--- src/rtl/l1_mem_arbiter_pkg.sv ---
// Shared memory-hierarchy sizing constants and the L1 arbiter state encodings.
// Imported by the arbiter top, its tie-break sub-module and the bench.
package l1_mem_arbiter_pkg;

  localparam int DMEM_BLOCK_ADDR_SIZE = 26;
  localparam int DBLOCK_SIZE_BITS     = 128;

  typedef enum logic [1:0] {
    ARB_IDLE   = 2'd0,
    ARB_GNT_I  = 2'd1,
    ARB_GNT_DR = 2'd2,
    ARB_GNT_DW = 2'd3
  } arb_state_e;

  // lastGnt values: which cache was served most recently
  localparam logic [1:0] LAST_I = 2'd0;
  localparam logic [1:0] LAST_D = 2'd1;

endpackage

--- src/rtl/rr_arbiter2.sv ---
// Two-way round-robin tie-break: the requester not served last wins a tie.
// Purely combinational; gnt_o is one-hot ([0]=icache, [1]=dcache) or zero.
module rr_arbiter2
  import l1_mem_arbiter_pkg::*;
(
  input  logic       ireq_i,
  input  logic       dreq_i,
  input  logic [1:0] last_gnt_i,
  output logic [1:0] gnt_o
);

  always_comb begin
    gnt_o = 2'b00;
    if (ireq_i && dreq_i) begin
      gnt_o = (last_gnt_i == LAST_I) ? 2'b10 : 2'b01;
    end else if (ireq_i) begin
      gnt_o = 2'b01;
    end else if (dreq_i) begin
      gnt_o = 2'b10;
    end
  end

endmodule

--- src/rtl/l1_mem_arbiter.sv ---
// Arbitrates one shared memory port between icache reads and dcache reads/writebacks.
// One IDLE arbitration cycle per grant; the grant is held until memory signals completion.
module l1_mem_arbiter
  import l1_mem_arbiter_pkg::*;
#(
  parameter int ADDR_W  = DMEM_BLOCK_ADDR_SIZE,
  parameter int BLOCK_W = DBLOCK_SIZE_BITS
) (
  input  logic               clock,
  input  logic               reset,
  input  logic               iMemRen,
  input  logic [ADDR_W-1:0]  iBlockAddr,
  output logic               iMemReadReady,
  input  logic               dMemRen,
  input  logic               dMemWen,
  input  logic [ADDR_W-1:0]  dBlockAddr,
  input  logic [BLOCK_W-1:0] dMemDin,
  output logic               dMemReadReady,
  output logic               dMemWriteDone,
  output logic [BLOCK_W-1:0] memDout,
  output logic               memRen,
  output logic               memWen,
  output logic [ADDR_W-1:0]  memAddr,
  output logic [BLOCK_W-1:0] memDin,
  input  logic [BLOCK_W-1:0] memRdData,
  input  logic               memReadReady,
  input  logic               memWriteDone
);

  arb_state_e state_q;
  logic [1:0] last_gnt_q;
  logic [1:0] gnt;

  rr_arbiter2 u_rr (
    .ireq_i     (iMemRen),
    .dreq_i     (dMemRen | dMemWen),
    .last_gnt_i (last_gnt_q),
    .gnt_o      (gnt)
  );

  // Completion always returns to IDLE, so every grant is preceded by an arbitration cycle.
  always_ff @(posedge clock or negedge reset) begin
    if (!reset) begin
      state_q    <= ARB_IDLE;
      last_gnt_q <= LAST_I;
    end else begin
      case (state_q)
        ARB_IDLE: begin
          if (gnt[1]) begin
            state_q <= dMemWen ? ARB_GNT_DW : ARB_GNT_DR;
          end else if (gnt[0]) begin
            state_q <= ARB_GNT_I;
          end
        end
        ARB_GNT_I: begin
          if (memReadReady) begin
            state_q    <= ARB_IDLE;
            last_gnt_q <= LAST_I;
          end
        end
        ARB_GNT_DR: begin
          if (memReadReady) begin
            state_q    <= ARB_IDLE;
            last_gnt_q <= LAST_D;
          end
        end
        ARB_GNT_DW: begin
          if (memWriteDone) begin
            state_q    <= ARB_IDLE;
            last_gnt_q <= LAST_D;
          end
        end
        default: state_q <= ARB_IDLE;
      endcase
    end
  end

  assign memRen = (state_q == ARB_GNT_I) || (state_q == ARB_GNT_DR);
  assign memWen = (state_q == ARB_GNT_DW);

  always_comb begin
    memAddr = '0;
    case (state_q)
      ARB_GNT_I:              memAddr = iBlockAddr;
      ARB_GNT_DR, ARB_GNT_DW: memAddr = dBlockAddr;
      default:                memAddr = '0;
    endcase
  end

  assign memDin  = memWen ? dMemDin : '0;
  assign memDout = memRdData;

  assign iMemReadReady = (state_q == ARB_GNT_I)  && memReadReady;
  assign dMemReadReady = (state_q == ARB_GNT_DR) && memReadReady;
  assign dMemWriteDone = (state_q == ARB_GNT_DW) && memWriteDone;

endmodule

--- config.mk ---
export PLATFORM = sky130hd
export DESIGN_NAME = l1_mem_arbiter
export DESIGN_NICKNAME = d
export VERILOG_FILES = /design/src/rtl/l1_mem_arbiter_pkg.sv /design/src/rtl/rr_arbiter2.sv /design/src/rtl/l1_mem_arbiter.sv
export SDC_FILE = /design/constraint.sdc
export NUM_CORES = 1
export LEC_CHECK = 0
export BUFFER_PORTS_ARGS = -buffer_cell sky130_fd_sc_hd__buf_2
export CORE_AREA = 5 5 230 232
export CTS_BUF_LIST = sky130_fd_sc_hd__clkbuf_2 sky130_fd_sc_hd__clkbuf_4 sky130_fd_sc_hd__clkbuf_8
export DETAILED_ROUTE_END_ITERATION = 6
export DIE_AREA = 0 0 235 237
export PLACE_DENSITY = 0.38
export SLEW_MARGIN = 20
export SYNTH_ARGS = -nofsm -noshare
export SYNTH_HDL_FRONTEND = slang
export SYNTH_HIERARCHICAL = 1
export SYNTH_SLANG_ARGS = --single-unit
--- constraint.sdc ---
create_clock -name clock -period 1.6 [get_ports clock]
set_clock_uncertainty 0.1 [all_clocks]
set_input_delay 0.32 -clock clock [delete_from_list [all_inputs] [get_ports clock]]
set_output_delay 0.32 -clock clock [all_outputs]
set_load 0.05 [all_outputs]
Word-level counts from Yosys, hierarchy flattened
Cells that the tools add are included.
- bits in registers: 4
- output and inout port bits: 287
- word-level logic and storage cells: 38
- eq/ne operators: 8
- multiplexer cells: 15
- bitwise logic cells: 1
- reductions and logical operators: 12
- operators by type and width (operator ; count):
    128-bit 2-to-1 mux ; 1
    26-bit one-hot mux with 2 select lines ; 1
    2-bit 2-to-1 mux ; 10
    2-bit one-hot mux with 3 select lines ; 2
    2-bit == test (second input constant) ; 2
    1-bit logical AND ; 4
    2-bit zero test ; 2
    2-bit by 1-bit inequality test with 1-bit output (second input constant) ; 2
    2-bit inequality test (second input constant) ; 2
    4-bit AND reduction ; 1
    2-bit OR reduction ; 2
    3-bit inequality test (second input constant) ; 1
    3-bit AND reduction ; 1
    3-bit nonzero test ; 1
    2-bit by 1-bit == test with 1-bit output (second input constant) ; 1
    1-bit logical OR ; 1
    1-bit 2-to-1 mux ; 1
    1-bit OR ; 1

Logic depth before layout (Yosys ltp)
- depth in word-level cells: 7
- gate-level depth with buffers: 7

Modules after synthesis
Netlist, hierarchy kept.
- by module, submodules not included (module ; times used ; cells an instance ; area each (um^2) ; seq. area each (um^2)):
    l1_mem_arbiter ; 1 ; 361 ; 2517.4 ; 75.1
    rr_arbiter2 ; 1 ; 4 ; 22.5 ; 0.0

Worst setup path before layout
OpenSTA, ideal clock, no wires.
- kind: flip-flop to output port
- from: register state_q[0]
- to: output port memAddr[12]
- arrival time: 2.041 ns
- data required time: 1.180 ns
- path slack: -0.861 ns
- cell stages (with the launch flop): 7
- path buffers: 2
- path through: dfrtp_1 -> ha_1 -> or2_1 -> buf_6 -> buf_6 -> a22oi_2 -> nor2_1
- cells in the longest elaborated chain, start to end: 3
- elaborated cells between the ends (all ways): 5
- those cells by class: eq/ne: 3; mux: 1; reduce/logical: 1
- RTL lines (what ; line ; source):
    from (decl) ; l1_mem_arbiter.sv:30 ; arb_state_e state_q;
    from (signal assigned) ; l1_mem_arbiter.sv:50 ; state_q <= dMemWen ? ARB_GNT_DW : ARB_GNT_DR;
    2-bit == test ; - ;
    net memWen ; l1_mem_arbiter.sv:22 ; output logic memWen,
    2-bit OR reduction ; l1_mem_arbiter.sv:83 ; case (state_q)
    26-bit one-hot mux with 2 select lines ; l1_mem_arbiter.sv:83 ;
    to (decl) ; l1_mem_arbiter.sv:23 ; output logic [ADDR_W-1:0] memAddr,
The timed path passes the listed nets, and every way through them passes these cells.

Worst setup path in the final report
- from: register state_q[1]
- to: output port memAddr[19]
- cells in the longest elaborated chain, start to end: 3
- elaborated cells between the ends (all ways): 5
- those cells by class: eq/ne: 3; mux: 1; reduce/logical: 1
- RTL lines (what ; line):
    2-bit == test ; l1_mem_arbiter.sv:83
    2-bit OR reduction ; l1_mem_arbiter.sv:83
    26-bit one-hot mux with 2 select lines * ; l1_mem_arbiter.sv:83
Mark *: on every way between the ends. The rest lies on a longest branch, timed or not.

==> run metrics <==
max incr delay on CP=~450 ps; number of distinct library cells after synthesis=28; critical path, cell by cell=ha_4 > or2_4 > clkbuf_16 > a22oi_2 > nor2_4 > buf_6; CTS root buf=clkbuf_8; Post-Syn Area=approximately 2500 µm²; most frequent cells in the layout=buf_2 (186), and2_4 (127), buf_8 (111); max-slew violations=0; synthesized flop and latch total=3; first-pass GRT wire length=~26,000 µm; total global-route track usage=0.06050; # rows=83; R2R Path End=last_gnt_q[0]; CTS Sinks=3; Detail Route Antenna Nets=0; final core occ=0.1422; Max clock buf depth=2; unrepaired setup endpoints after global routing=yes; Cell Area, Placed=about 5100 µm²; ANT cells=0; Syn. warnings=6; Detailed Route Iter0 Violations=between 50 and 60; FF+latch area=77.57 µm²; worst reg2reg startpoint=state_q[0]; VDD IR-drop max=about 1.5 mV; TritonRoute pass-1 iters=4; Layout fillers=5,619; Arrival @ worst endpoint=between 1500 and 2000 ps; hpwl dp=around 14,000 µm; post-layout instance area=~7200 µm²; area grow syn2layout=184.2%; die area=roughly 56,000 µm²; nets@finish=936; Reg2Reg Setup Slack=-370 ps; Seq/Total Area, Yosys=0.02956; Crit path max-delay family=flip-flops; worst skew pair latency=approximately 220 ps; worst setup path start=state_q[1]; Lkg Pwr=3.142 nW; Gate Count Post-Synth=about 370; routed vias=3,566; DIE WIDTH=about 240 µm; Fin. Hold Viols=0; Critical Path Stages=6; worst path buffer plus inverter count=2; initial antenna violation count=2; routed len/inst=14.98 µm; Overflow after GRT=0; Setup CP Type=reg -> out; clk slew on worst S/H paths=approximately 30 ps; via/cell ratio=~2.8; crit path launch type=flip-flop; total CTS buffers=3; max cap viols=0; Final setup viols=around 160; Max Clock Freq=464.4 MHz; core area=between 50,000 and 60,000 µm²; initial core utilization=0.05002; Reg2Reg Depth=7; pre-CTS setup slack=-438.3 ps; most common cell after layout, fill and taps aside=buf_2; Syn Area/Cell=~7.0 µm²; status=complete, but fails checks; violated checks=setup timing; vias in the first global route=between 3,000 and 4,000; peak fanout along the critical path=10; drt total wl=~19,000 µm; layout cells sized above 1=0.9772; CP required=roughly 1200 ps; Worst setup EP type=output port; area of the multi-input gates=between 2000 and 2500 µm²; Final Cycle Share=1.346; height of the die=roughly 240 µm; slowest stage cell on the critical path=dfrtp_2; Top Ports=about 600; H-Tree Depth=1; CTS tree=yes; pwr/cell area=approximately 1500 nW/µm²; Port Buffers=345; GPL Wtd Cong=0.9189; Final WS setup=-553.1 ps; CP Capture Point=memAddr[19]; Final Critical Period=approximately 2200 ps; largest net degree at the start of global routing=22; DRC errors left=0; Worst Hold Class=in -> async
how the worst min path moves through the flow:
stage	start	to	slack [ps]	cells past startpoint
floorplan	reset	last_gnt_q[0]	-80	0
global placement	reset	last_gnt_q[0]	30	1
detailed placement	reset	last_gnt_q[0]	20	1
CTS	reset	last_gnt_q[0]	400	2
global route	reset	last_gnt_q[0]	420	2
finish	reset	state_q[1]	380	2
state kept, by name (all words and copies together) (netlist names):
signal / flops
last_gnt_q: 1
state_q: 2
what timing repair did:
action | in CTS | in global routing
setup buffers | 15 | 9
gates cloned | 17 | 4
endpoints found under the setup margin | 162 | 161
hold endpoints to repair | 3 | 0
hold buffers | 1 | 0
pin swaps | 34 | 30
resized for setup | 388 | 78
area by class of cell:
| type | instances | area share |
|---|---|---|
| timing repair buffer | 395 | 0.5766 |
| multi-input combinational | 209 | 0.2861 |
| tap | 680 | 0.1179 |
| sequential | 3 | 0.01075 |
| clock buffer | 4 | 0.006759 |
| inverter | 3 | 0.001906 |
metal layers:
metal / global-route usage / share of wire / vias to the layer above
li1: - / - / 1512
met1: 0.05931 / 0.33 / 1585
met2: 0.1008 / 0.47 / 437
met3: 0.04263 / 0.16 / 26
met4: 0.01929 / 0.030 / 6
met5: 0.01212 / 0.0057 / -
synthesized netlist by cell type:
| library cell | n | area share |
|---|---|---|
| buf_1 | 1 | 0.0015 |
| o21ai_0 | 1 | 0.0020 |
| o2bb2ai_1 | 1 | 0.0034 |
| and2_1 | 132 | 0.33 |
| dfrtp_1 | 3 | 0.030 |
| clkbuf_2 | 1 | 0.0020 |
| inv_1 | 3 | 0.0044 |
| mux2_2 | 1 | 0.0044 |
| a22oi_2 | 11 | 0.054 |
| conb_1 | 1 | 0.0015 |
| and2b_1 | 1 | 0.0030 |
| a2bb2oi_1 | 1 | 0.0034 |
| or2_1 | 1 | 0.0025 |
| ha_1 | 6 | 0.030 |
| buf_4 | 128 | 0.38 |
| buf_2 | 4 | 0.0079 |
| nor2_1 | 29 | 0.043 |
| buf_6 | 4 | 0.018 |
| o21ai_1 | 1 | 0.0020 |
| a22oi_1 | 15 | 0.044 |
| o21ba_1 | 1 | 0.0039 |
| nor2b_1 | 1 | 0.0025 |
| nor3_1 | 1 | 0.0020 |
| or2_2 | 1 | 0.0025 |
| a21boi_1 | 1 | 0.0030 |
| nor3_2 | 1 | 0.0039 |
| o32ai_1 | 1 | 0.0034 |
| clkbuf_1 | 13 | 0.019 |
power breakdown:
| group | leakage, nW | switching [mW] | internal [mW] |
|---|---|---|---|
| clock | 0.0262 | 0.0580 | 0.188 |
| combinational | 3.08 | 5.77 | 4.92 |
| sequential | 0.0354 | 0.0599 | 0.117 |
| total | 3.14 | 5.88 | 5.22 |
cell families after synthesis:
logic type	synth area share
adders and majority gates	0.02956
DFF	0.02956
buffers and inverters	0.4310
AOI/OAI and AO/OA	0.1197
other	0.001476
and+or+nand+nor	0.3842
muxes	0.004433
metrics by stage:
| stage | hold slack, ps | std cells | power (mW) | TNS, ps |
|---|---|---|---|---|
| after floorplan | -75.59 | 366 | 6.782 | -6637 |
| after global routing | 417.9 | 1294 | 11.59 | -75640 |
| after CTS | 399.7 | 1293 | 10.99 | -74470 |
| final | 379.9 | 1294 | 11.11 | -64470 |
| after detailed placement | 23.83 | 1257 | 7.744 | -56480 |
| after global placement | 27.00 | 1257 | 7.760 | -52510 |
(Power assumes the default switching activity.)
